File: src/rtl/rob_multi_wb_if.sv
// rob_multi_wb_if: decoder/RS/LSB/regfile/ifetch-facing bus of the reorder buffer
interface rob_multi_wb_if #(parameter int IDX_W = 4, parameter int NUM_WB = 3, parameter int OP_W = 6);
  logic alloc_valid;
  logic [OP_W-1:0] alloc_op;
  logic [4:0] alloc_rd;
  logic [31:0] alloc_pc;
  logic [31:0] alloc_imm;
  logic alloc_pred;
  logic alloc_ready;
  logic [IDX_W-1:0] alloc_id;
  logic [IDX_W-1:0] q1_id;
  logic [IDX_W-1:0] q2_id;
  logic q1_ready;
  logic q2_ready;
  logic [31:0] q1_value;
  logic [31:0] q2_value;
  logic [NUM_WB-1:0] wb_valid;
  logic [NUM_WB*IDX_W-1:0] wb_id;
  logic [NUM_WB*32-1:0] wb_value;
  logic [IDX_W-1:0] head_id;
  logic [IDX_W:0] count;
  logic commit_valid;
  logic [4:0] commit_rd;
  logic [IDX_W-1:0] commit_id;
  logic [31:0] commit_value;
  logic br_valid;
  logic [31:0] br_pc;
  logic br_pred;
  logic br_taken;
  logic redirect_valid;
  logic [31:0] redirect_pc;
  logic flush;
  logic halt;
  modport master (
    output alloc_valid, alloc_op, alloc_rd, alloc_pc, alloc_imm, alloc_pred, q1_id, q2_id,
           wb_valid, wb_id, wb_value,
    input  alloc_ready, alloc_id, q1_ready, q2_ready, q1_value, q2_value, head_id, count,
           commit_valid, commit_rd, commit_id, commit_value, br_valid, br_pc, br_pred, br_taken,
           redirect_valid, redirect_pc, flush, halt
  );
  modport slave (
    input  alloc_valid, alloc_op, alloc_rd, alloc_pc, alloc_imm, alloc_pred, q1_id, q2_id,
           wb_valid, wb_id, wb_value,
    output alloc_ready, alloc_id, q1_ready, q2_ready, q1_value, q2_value, head_id, count,
           commit_valid, commit_rd, commit_id, commit_value, br_valid, br_pc, br_pred, br_taken,
           redirect_valid, redirect_pc, flush, halt
  );
endinterface

File: src/rtl/rob_multi_wb.sv
// rob_multi_wb: in-order-retire reorder buffer with multiple writeback channels and commit-time branch resolution
module rob_multi_wb #(
  parameter int DEPTH  = 16,
  parameter int IDX_W  = 4,
  parameter int NUM_WB = 3,
  parameter int OP_W   = 6
) (
  input logic clk_in,
  input logic rst_in,
  input logic rdy_in,
  rob_multi_wb_if.slave bus
);
  typedef enum logic [1:0] {EMPTY, ISSUED, DONE} ent_t;
  ent_t st [DEPTH];
  logic [OP_W-1:0] op [DEPTH];
  logic [4:0] rd [DEPTH];
  logic [31:0] pc [DEPTH];
  logic [31:0] imm [DEPTH];
  logic [31:0] val [DEPTH];
  logic pred [DEPTH];
  logic [IDX_W-1:0] head, tail;
  logic [IDX_W:0] cnt;
  logic [IDX_W-1:0] wid [NUM_WB];
  logic [31:0] wval [NUM_WB];
  logic [NUM_WB-1:0] hit;
  logic full, head_done, is_br, is_jalr, is_exit, mispred, do_commit, alloc_ok;
  logic [31:0] br_target;
  // a writeback only lands on an ISSUED entry, so it can never collide with the committing head or the allocating tail
  always_comb begin
    for (int k = 0; k < NUM_WB; k++) begin
      wid[k] = bus.wb_id[k*IDX_W +: IDX_W];
      wval[k] = bus.wb_value[k*32 +: 32];
      hit[k] = bus.wb_valid[k] && st[wid[k]] == ISSUED;
    end
  end
  function automatic logic [32:0] lookup(input logic [IDX_W-1:0] id);
    lookup = st[id] == DONE ? {1'b1, val[id]} : 33'd0;
    for (int k = 0; k < NUM_WB; k++)
      if (hit[k] && wid[k] == id) lookup = {1'b1, wval[k]};
  endfunction
  always_comb begin
    {bus.q1_ready, bus.q1_value} = lookup(bus.q1_id);
    {bus.q2_ready, bus.q2_value} = lookup(bus.q2_id);
  end
  assign full = cnt == (IDX_W+1)'(DEPTH);
  assign head_done = st[head] == DONE && !bus.halt;
  assign is_br = op[head] >= OP_W'(4) && op[head] <= OP_W'(7);
  assign is_jalr = op[head] == OP_W'(3);
  assign is_exit = op[head] == OP_W'(39);
  assign mispred = head_done && is_br && (val[head][0] != pred[head]);
  assign do_commit = head_done && !mispred;
  assign alloc_ok = bus.alloc_valid && !full && !mispred;
  assign br_target = pc[head] + (val[head][0] ? imm[head] : 32'd4);
  assign bus.alloc_ready = !full;
  assign bus.alloc_id = tail;
  assign bus.head_id = head;
  assign bus.count = cnt;
  always_ff @(posedge clk_in) begin
    if (rst_in) begin
      head <= '0;
      tail <= '0;
      cnt <= '0;
      for (int i = 0; i < DEPTH; i++) st[i] <= EMPTY;
      bus.commit_valid <= 1'b0;
      bus.commit_rd <= '0;
      bus.commit_id <= '0;
      bus.commit_value <= '0;
      bus.br_valid <= 1'b0;
      bus.br_pc <= '0;
      bus.br_pred <= 1'b0;
      bus.br_taken <= 1'b0;
      bus.redirect_valid <= 1'b0;
      bus.redirect_pc <= '0;
      bus.flush <= 1'b0;
      bus.halt <= 1'b0;
    end else if (rdy_in) begin
      bus.commit_valid <= do_commit;
      bus.br_valid <= head_done && is_br;
      bus.redirect_valid <= mispred || (do_commit && is_jalr);
      bus.flush <= mispred;
      bus.halt <= bus.halt || (do_commit && is_exit);
      if (do_commit) begin
        bus.commit_rd <= rd[head];
        bus.commit_id <= head;
        bus.commit_value <= val[head];
      end
      if (head_done && is_br) begin
        bus.br_pc <= pc[head];
        bus.br_pred <= pred[head];
        bus.br_taken <= val[head][0];
      end
      if (mispred || (do_commit && is_jalr)) bus.redirect_pc <= mispred ? br_target : val[head];
      if (mispred) begin
        head <= '0;
        tail <= '0;
        cnt <= '0;
        for (int i = 0; i < DEPTH; i++) st[i] <= EMPTY;
      end else begin
        for (int k = 0; k < NUM_WB; k++)
          if (hit[k]) begin
            st[wid[k]] <= DONE;
            val[wid[k]] <= wval[k];
          end
        if (do_commit) begin
          st[head] <= EMPTY;
          head <= head + 1'b1;
        end
        if (alloc_ok) begin
          st[tail] <= ISSUED;
          op[tail] <= bus.alloc_op;
          rd[tail] <= bus.alloc_rd;
          pc[tail] <= bus.alloc_pc;
          imm[tail] <= bus.alloc_imm;
          pred[tail] <= bus.alloc_pred;
          tail <= tail + 1'b1;
        end
        cnt <= cnt + (IDX_W+1)'(alloc_ok) - (IDX_W+1)'(do_commit);
      end
    end
  end
endmodule
File: src/flat_wrapper.sv
// flat-port wrapper written by rule: the top's interface ports become plain ports
module rob_multi_wb_flat 
#(
  parameter int DEPTH  = 16,
  parameter int IDX_W  = 4,
  parameter int NUM_WB = 3,
  parameter int OP_W   = 6
)
  (clk_in, rst_in, rdy_in, bus_alloc_valid, bus_alloc_op, bus_alloc_rd, bus_alloc_pc, bus_alloc_imm, bus_alloc_pred, bus_q1_id, bus_q2_id, bus_wb_valid, bus_wb_id, bus_wb_value, bus_alloc_ready, bus_alloc_id, bus_q1_ready, bus_q2_ready, bus_q1_value, bus_q2_value, bus_head_id, bus_count, bus_commit_valid, bus_commit_rd, bus_commit_id, bus_commit_value, bus_br_valid, bus_br_pc, bus_br_pred, bus_br_taken, bus_redirect_valid, bus_redirect_pc, bus_flush, bus_halt);
  rob_multi_wb_if #(.IDX_W(IDX_W), .NUM_WB(NUM_WB), .OP_W(OP_W)) bus_i ();
  input logic clk_in;
  input logic rst_in;
  input logic rdy_in;
  input wire logic [$bits(bus_i.alloc_valid)-1:0] bus_alloc_valid;
  input wire logic [$bits(bus_i.alloc_op)-1:0] bus_alloc_op;
  input wire logic [$bits(bus_i.alloc_rd)-1:0] bus_alloc_rd;
  input wire logic [$bits(bus_i.alloc_pc)-1:0] bus_alloc_pc;
  input wire logic [$bits(bus_i.alloc_imm)-1:0] bus_alloc_imm;
  input wire logic [$bits(bus_i.alloc_pred)-1:0] bus_alloc_pred;
  input wire logic [$bits(bus_i.q1_id)-1:0] bus_q1_id;
  input wire logic [$bits(bus_i.q2_id)-1:0] bus_q2_id;
  input wire logic [$bits(bus_i.wb_valid)-1:0] bus_wb_valid;
  input wire logic [$bits(bus_i.wb_id)-1:0] bus_wb_id;
  input wire logic [$bits(bus_i.wb_value)-1:0] bus_wb_value;
  output wire logic [$bits(bus_i.alloc_ready)-1:0] bus_alloc_ready;
  output wire logic [$bits(bus_i.alloc_id)-1:0] bus_alloc_id;
  output wire logic [$bits(bus_i.q1_ready)-1:0] bus_q1_ready;
  output wire logic [$bits(bus_i.q2_ready)-1:0] bus_q2_ready;
  output wire logic [$bits(bus_i.q1_value)-1:0] bus_q1_value;
  output wire logic [$bits(bus_i.q2_value)-1:0] bus_q2_value;
  output wire logic [$bits(bus_i.head_id)-1:0] bus_head_id;
  output wire logic [$bits(bus_i.count)-1:0] bus_count;
  output wire logic [$bits(bus_i.commit_valid)-1:0] bus_commit_valid;
  output wire logic [$bits(bus_i.commit_rd)-1:0] bus_commit_rd;
  output wire logic [$bits(bus_i.commit_id)-1:0] bus_commit_id;
  output wire logic [$bits(bus_i.commit_value)-1:0] bus_commit_value;
  output wire logic [$bits(bus_i.br_valid)-1:0] bus_br_valid;
  output wire logic [$bits(bus_i.br_pc)-1:0] bus_br_pc;
  output wire logic [$bits(bus_i.br_pred)-1:0] bus_br_pred;
  output wire logic [$bits(bus_i.br_taken)-1:0] bus_br_taken;
  output wire logic [$bits(bus_i.redirect_valid)-1:0] bus_redirect_valid;
  output wire logic [$bits(bus_i.redirect_pc)-1:0] bus_redirect_pc;
  output wire logic [$bits(bus_i.flush)-1:0] bus_flush;
  output wire logic [$bits(bus_i.halt)-1:0] bus_halt;
  assign bus_i.alloc_valid = bus_alloc_valid;
  assign bus_i.alloc_op = bus_alloc_op;
  assign bus_i.alloc_rd = bus_alloc_rd;
  assign bus_i.alloc_pc = bus_alloc_pc;
  assign bus_i.alloc_imm = bus_alloc_imm;
  assign bus_i.alloc_pred = bus_alloc_pred;
  assign bus_i.q1_id = bus_q1_id;
  assign bus_i.q2_id = bus_q2_id;
  assign bus_i.wb_valid = bus_wb_valid;
  assign bus_i.wb_id = bus_wb_id;
  assign bus_i.wb_value = bus_wb_value;
  assign bus_alloc_ready = bus_i.alloc_ready;
  assign bus_alloc_id = bus_i.alloc_id;
  assign bus_q1_ready = bus_i.q1_ready;
  assign bus_q2_ready = bus_i.q2_ready;
  assign bus_q1_value = bus_i.q1_value;
  assign bus_q2_value = bus_i.q2_value;
  assign bus_head_id = bus_i.head_id;
  assign bus_count = bus_i.count;
  assign bus_commit_valid = bus_i.commit_valid;
  assign bus_commit_rd = bus_i.commit_rd;
  assign bus_commit_id = bus_i.commit_id;
  assign bus_commit_value = bus_i.commit_value;
  assign bus_br_valid = bus_i.br_valid;
  assign bus_br_pc = bus_i.br_pc;
  assign bus_br_pred = bus_i.br_pred;
  assign bus_br_taken = bus_i.br_taken;
  assign bus_redirect_valid = bus_i.redirect_valid;
  assign bus_redirect_pc = bus_i.redirect_pc;
  assign bus_flush = bus_i.flush;
  assign bus_halt = bus_i.halt;
  rob_multi_wb #(.DEPTH(DEPTH), .IDX_W(IDX_W), .NUM_WB(NUM_WB), .OP_W(OP_W)) u_core (.clk_in(clk_in), .rst_in(rst_in), .rdy_in(rdy_in), .bus(bus_i));
endmodule
File: config.mk
export PLATFORM = sky130hd
export DESIGN_NAME = rob_multi_wb_flat
export DESIGN_NICKNAME = d
export VERILOG_FILES = /design/src/rtl/rob_multi_wb_if.sv /design/src/rtl/rob_multi_wb.sv /design/src/flat_wrapper.sv
export SDC_FILE = /design/constraint.sdc
export NUM_CORES = 2
export LEC_CHECK = 0
export ABC_CLOCK_PERIOD_IN_PS = 18100
export CAP_MARGIN = 20
export CORE_ASPECT_RATIO = 0.6
export CORE_UTILIZATION = 30
export DETAILED_ROUTE_END_ITERATION = 16
export DONT_BUFFER_PORTS = 1
export PLACE_DENSITY = 0.48
export SYNTH_ARGS = -nofsm -noshare
export SYNTH_HDL_FRONTEND = slang
export SYNTH_SLANG_ARGS = --single-unit
File: constraint.sdc
create_clock -name clk_in -period 18.1 [get_ports clk_in]
set_clock_uncertainty 0.05 [all_clocks]
set_input_delay 1.81 -clock clk_in [delete_from_list [all_inputs] [get_ports clk_in]]
set_output_delay 1.81 -clock clk_in [all_outputs]
set_load 0.01 [all_outputs]
Word-level counts from Yosys, hierarchy flattened
Memories as Yosys holds them, arrays and structs flattened. A register that Yosys moved wholly into a read port is not among the register bits.
Cells that the tools add are included.
- equal/unequal tests: 16
- bitwise logic cells: 16
- $add $sub $neg: 5
- order comparisons: 2
- muxes and demuxes: 89
- reduce and logical (&&, ||, !) cells: 35
- operator list (operator ; count):
    two-way mux 33 bit ; 8
    two-way mux 4 bit ; 21
    two-way mux 32 bit ; 2
    two-way mux 2 bit ; 21
    two-way mux 1 bit ; 36
    adder 32 bit ; 1
    == test 4 bit ; 6
    logical AND 1 bit ; 18
    bitwise OR 1 bit ; 16
    AND reduction 2 bit ; 5
    OR reduction 2 bit ; 5
    adder 4 x 1 -> 4 bit (second input constant) ; 2
    == test 2 x 1 -> 1 bit (second input constant) ; 3
    == test 2 bit (second input constant) ; 3
    == test 6 x 2 -> 1 bit (second input constant) ; 1
    == test 6 bit (second input constant) ; 1
    greater-or-equal comparator 6 x 3 -> 1 bit (second input constant) ; 1
    less-or-equal comparator 6 x 3 -> 1 bit (second input constant) ; 1
    adder 5 x 1 -> 5 bit ; 1
    == test 5 bit (second input constant) ; 1
    two-way mux 5 bit ; 1
    subtractor 5 x 1 -> 5 bit ; 1
    nonzero test 2 bit ; 2
    logical NOT 1 bit ; 3
    other kinds (2) ; 3
- word-level logic and storage cells: 184
- memories: 7
- output and inout bits: 192
- RAM bits: 1760
- bits in registers: 120
- memories (name ; words ; width ; rd ports ; clocked after memory_dff ; wr ports ; RTL line ; RTL):
    u_core.imm ; 16 ; 32 ; 1 ; 1 ; 1 ; rob_multi_wb.sv:18 ; logic [31:0] imm [DEPTH];
    u_core.pc ; 16 ; 32 ; 1 ; 1 ; 1 ; rob_multi_wb.sv:17 ; logic [31:0] pc [DEPTH];
    u_core.val ; 16 ; 32 ; 3 ; 1 ; 3 ; rob_multi_wb.sv:19 ; logic [31:0] val [DEPTH];
    u_core.op ; 16 ; 6 ; 1 ; 1 ; 1 ; rob_multi_wb.sv:15 ; logic [OP_W-1:0] op [DEPTH];
    u_core.rd ; 16 ; 5 ; 1 ; 1 ; 1 ; rob_multi_wb.sv:16 ; logic [4:0] rd [DEPTH];
    u_core.st ; 16 ; 2 ; 6 ; 1 ; 16 ; rob_multi_wb.sv:14 ; ent_t st [DEPTH];
    +1 memories ; - ; - ; - ; - ; - ; - ;

Logic depth before layout (Yosys ltp)
- depth after elaboration: 13
- mapped depth: 22

Least setup slack after synthesis
Ideal clock, no wire load.
- path type: input port to flip-flop
- from: input port rdy_in
- to: memory u_core.imm[1][0], enable pin
- cell stages on the path: 7
- path buffers: 2
- arrival time: 6119 ps
- slack: 11420 ps
- data required time: 17539 ps
- path through: inv_1 > clkbuf_1 > nor2_1 > and3_1 > clkbuf_1 > nand2_1 > nor2_1
- word-level cells in the longest chain between the ends: 3
- RTL lines (item ; RTL line ; RTL):
    from (decl) ; flat_wrapper.sv:13 ; input logic rdy_in;
    two-way mux 1 bit ; rob_multi_wb.sv:76 ; end else if (rdy_in) begin
    two-way mux 1 bit ; rob_multi_wb.sv:59 ; if (rst_in) begin
    two-way mux 1 bit (implied by the code) ; rob_multi_wb.sv:113 ; imm[tail] <= bus.alloc_imm;
    to (decl) ; rob_multi_wb.sv:18 ;
Every way passes these cells.

==> reports/qor.csv <==
stage,metric,value,unit
floorplanning,Die Wd,731,um
grt,M3 GR Usage,0.0649,
detailed_routing,final WL,368000,um
cts,CTS max path bufs,4,
final_layout,Fill cells,30317,
pwr,Clock Power Share,0.441,
logic_synthesis,Synth top area share,0.542,
critical_path,Buf/Inv on CP,3,
floorplanning,core footprint,317000,sq um
pwr,Design Power,9.27,mW
detailed_routing,Via Count,60546,
logic_synthesis,xor and xnor area share after synthesis,0.00456,
sta,Final setup viols,0,
place,Buffers on Ports,0,
sta,setup ws final,10.23,ns
logic_synthesis,simple-gate share of the synthesized area,0.0572,
floorplanning,die height,440,um
final_layout,Final Net Count,6231,
pwr,leakage,30.3,nW
cts,number of CTS-inserted buffers,197,
pwr,switching share of power,0.218,
floorplanning,Placement Rows,160,
critical_path,"slowest stage delay, CP",0.87,ns
place,Final Wtd Congestion,0.894,
sta,crit path time final,7.87,ns
critical_path,critical path cell sequence,buf_12 > buf_4 > buf_4 > mux4_2 > mux4_2 > nor2b_1 > ha_1 > a21oi_1 > o21ai_0 > a31oi_1 > o21ai_0 > a221o_1 > o21ai_0 > a21o_1 > a31oi_1 > a211oi_1,
place,DP HPWL,221000,um
cts,"Reg clk slew, reported paths",0.07,ns
logic_synthesis,"EDFF count, synth",1728,
logic_synthesis,most common cell in the netlist,edfxtp_1,
floorplanning,I/O pins,391,
critical_path,crit start category,flip-flop,
logic_synthesis,synthesized flop and latch total,1889,
sta,Max Fclk,127,MHz
flow_run,Max-cap violations,0,
sta,fin crit share,0.435,
logic_synthesis,"Distinct cells, synth",84,
cts,Post-CTS Hold Fix Bufs,0,
critical_path,critical path required time,18.81,ns
grt,grt ovf,0,
logic_synthesis,largest area contributor in the synthesized netlist,edfxtp_1,
sta,setup tns final,0,ns
place,dpl ws,10.20,ns
logic_synthesis,mux contribution to synthesized area,0.269,
final_layout,fraction of layout instances using a drive strength above 1,0.231,
detailed_routing,drt wl/cell,35.5,um
final_layout,Non-Filler Instances,10362,
grt,Total GRT Usage,0.223,
outcome,status,finished clean,
cts,CTS tree,done,
pwr,Net Sw Power,2.02,mW
detailed_routing,first-pass iteration count of the detailed router,9,
critical_path,maximum fanout along the worst path,92,
logic_synthesis,Ys Warns,0,
worst_hold_path,HP Start,u_core.st[13][1],
floorplanning,die area,322000,sq um
cts,post-cts resize count,0,
grt,largest net degree at the start of global routing,136,
logic_synthesis,largest family of logic cells by synthesized area,multiplexers,
grt,met1 Use GR,0.316,
pwr,Max VDD drop,0.0000712,V
cts,# clock sinks,1889,
critical_path,kind of critical path,flip-flop to flip-flop,
worst_hold_path,Worst Hold Class,flip-flop to flip-flop,
pwr,Flop pwr share,0.516,
cts,insertion delay to the later sink of the worst-skew pair,0.90,ns
cts,H-tree Lvls,4,
cts,CTS root buffer,clkbuf_16,
grt,met2 usage,0.326,
pwr,cell area power density,87.4,nW/um^2
logic_synthesis,Mapped Avg Cell Area,15.2,sq um
sta,worst slew pin tran,1.17,ns
logic_synthesis,Syn Inst Count,6311,
pwr,combinational group share of total power,0.043,
grt,initial antenna violation count,19,
detailed_routing,Routed Antenna Nets,0,
grt,number of global-route vias before repair,58001,
detailed_routing,number of remaining DRC errors,0,
sta,unrepaired setup endpoints after global routing,false,
logic_synthesis,sequential share of the synthesized area,0.575,
sta,final hold vios,0,
final_layout,synthesis-to-finish area growth,10.8,%
sta,Max Transition Viols Final,0,
detailed_routing,Initial DRC Count,8202,
logic_synthesis,"Async S/R FF share, synth",0,
critical_path,CP max-delay cell,buf_4,
pwr,Cell Int Power,7.25,mW
detailed_routing,vias per cell,5.84,
place,Placed Instances,9998,
grt,global-route wire length before repair,503000,um
critical_path,Critical Path AT,8.58,ns
grt,GRT busiest layer,met2,
logic_synthesis,adder-cell share of the synthesized area,0.00630,
logic_synthesis,most used flip-flop cell after synthesis,edfxtp_1,
logic_synthesis,commonest cells in the netlist,"edfxtp_1 (1728), mux4_2 (853), nand2_1 (622), mux2i_1 (615), o21ai_1 (506)",
logic_synthesis,"top cells by area, synth","edfxtp_1 (54%), mux4_2 (20%), mux2i_1 (6.4%)",
logic_synthesis,post-synthesis compound-gate area fraction,0.0575,
logic_synthesis,Synth Cell Area,95800,sq um
floorplanning,Initial Util,0.302,
sta,Slew HR,0.216,
critical_path,crit-path leading delay family,buffers and inverters,
critical_path,CP dominant cell by count,o21ai_0,
final_layout,fin util,0.335,
logic_synthesis,syn nets,6557,
cts,post-CTS setup buffer count,0,
critical_path,Critical Path End Type,flip-flop,
-- flip-flops by register name, indices dropped and copies added (netlist names), 5 cells and up, named ones only --
signal / cells
u_core.op: 96
u_core.val: 512
u_core.pc: 512
u_core.pred: 16
u_core.imm: 512
u_core.bus.redirect_pc: 32
u_core.st: 32
u_core.rd: 80
u_core.bus.commit_value: 32
u_core.bus.br_pc: 32
u_core.bus.commit_rd: 5
u_core.bus.count: 5
-- routing by layer --
layer | vias up | part of all wire
met3 | 598 | 0.10
met1 | 32158 | 0.43
met4 | 10 | 0.037
li1 | 24387 | -
met2 | 3393 | 0.43
met5 | - | 0.00083
-- layout by cell type (no fill, tap or decap), types with 19 or more instances in the layout --
cell type,instances
o21ai_1,505
inv_1,27
edfxtp_1,1728
or3_1,21
mux2i_1,615
nand2b_1,29
nor2b_1,89
mux4_2,853
ha_1,45
buf_4,132
xor2_1,20
a22oi_1,38
nand3_1,23
mux2_2,34
dfxtp_1,156
nor4_4,19
o21ai_0,74
a21oi_1,107
a211oi_1,20
clkinv_1,28
xnor2_1,28
clkbuf_1,46
nor2_4,20
a221oi_1,55
clkinv_2,30
nor3_1,21
nor2_1,242
clkbuf_16,201
nand2_1,622
-- worst register-to-register path, delay by kind of cell (launching register included) --
kind                     cells  cell delay [ns]
flip-flops                   1             0.81
adder cells (fa/ha/maj)      1             0.45
AND/OR/NAND/NOR              1             0.26
multiplexers                 2             1.30
AO/OA/AOI/OAI                9             2.30
buffers and inverters        3             2.58
-- stage by stage --
stage               hold WS (ns)  instance area (sq um)
floorplan                  0.403                  95800
global placement           0.431                  99800
detailed placement         0.432                  99900
CTS                        0.440                 106000
global route               0.457                 106000
finish                     0.439                 106000
-- power by group through the flow --
stage          registers [mW]  logic, mW  clock network, mW
2_1_floorplan            4.88      0.359                  0
3_3_place_gp             4.88      0.386                  0
3_5_place_dp             4.88      0.392                  0
4_1_cts                  4.79      0.393               4.14
5_1_grt                  4.79      0.421               4.31
6_report                 4.79      0.399               4.09
-- kinds of logic after synthesis --
logic type / count (synthesis)
DFF: 1889
muxes: 1503
and+or+nand+nor: 1186
AOI/OAI and AO/OA: 925
buffers and inverters: 712
xor gates and xnor gates: 49
adders and majority gates: 47
-- area by class of cell --
cell class,instances,area (sq um),area share
inverters,44,173,0.00163
clock inverters,88,823,0.00776
clock buffers,260,5380,0.0507
well taps,4212,5270,0.0497
multi-input cells,3710,38100,0.359
flip-flops and latches,1889,55100,0.519
diodes,16,40.0,0.000377
repair buffers,143,1180,0.0112
-- final timing paths --
kind / end / slack, ns / cells after the start
setup / recovery: u_core.bus.redirect_pc[28] / 10.23 / 16
hold / removal: u_core.st[13][1] / 0.44 / 2
setup reg to reg: u_core.bus.redirect_pc[28] / 10.23 / 16
hold reg to reg: u_core.st[13][1] / 0.44 / 2
No activity file was read; power rests on OpenSTA's default activity.
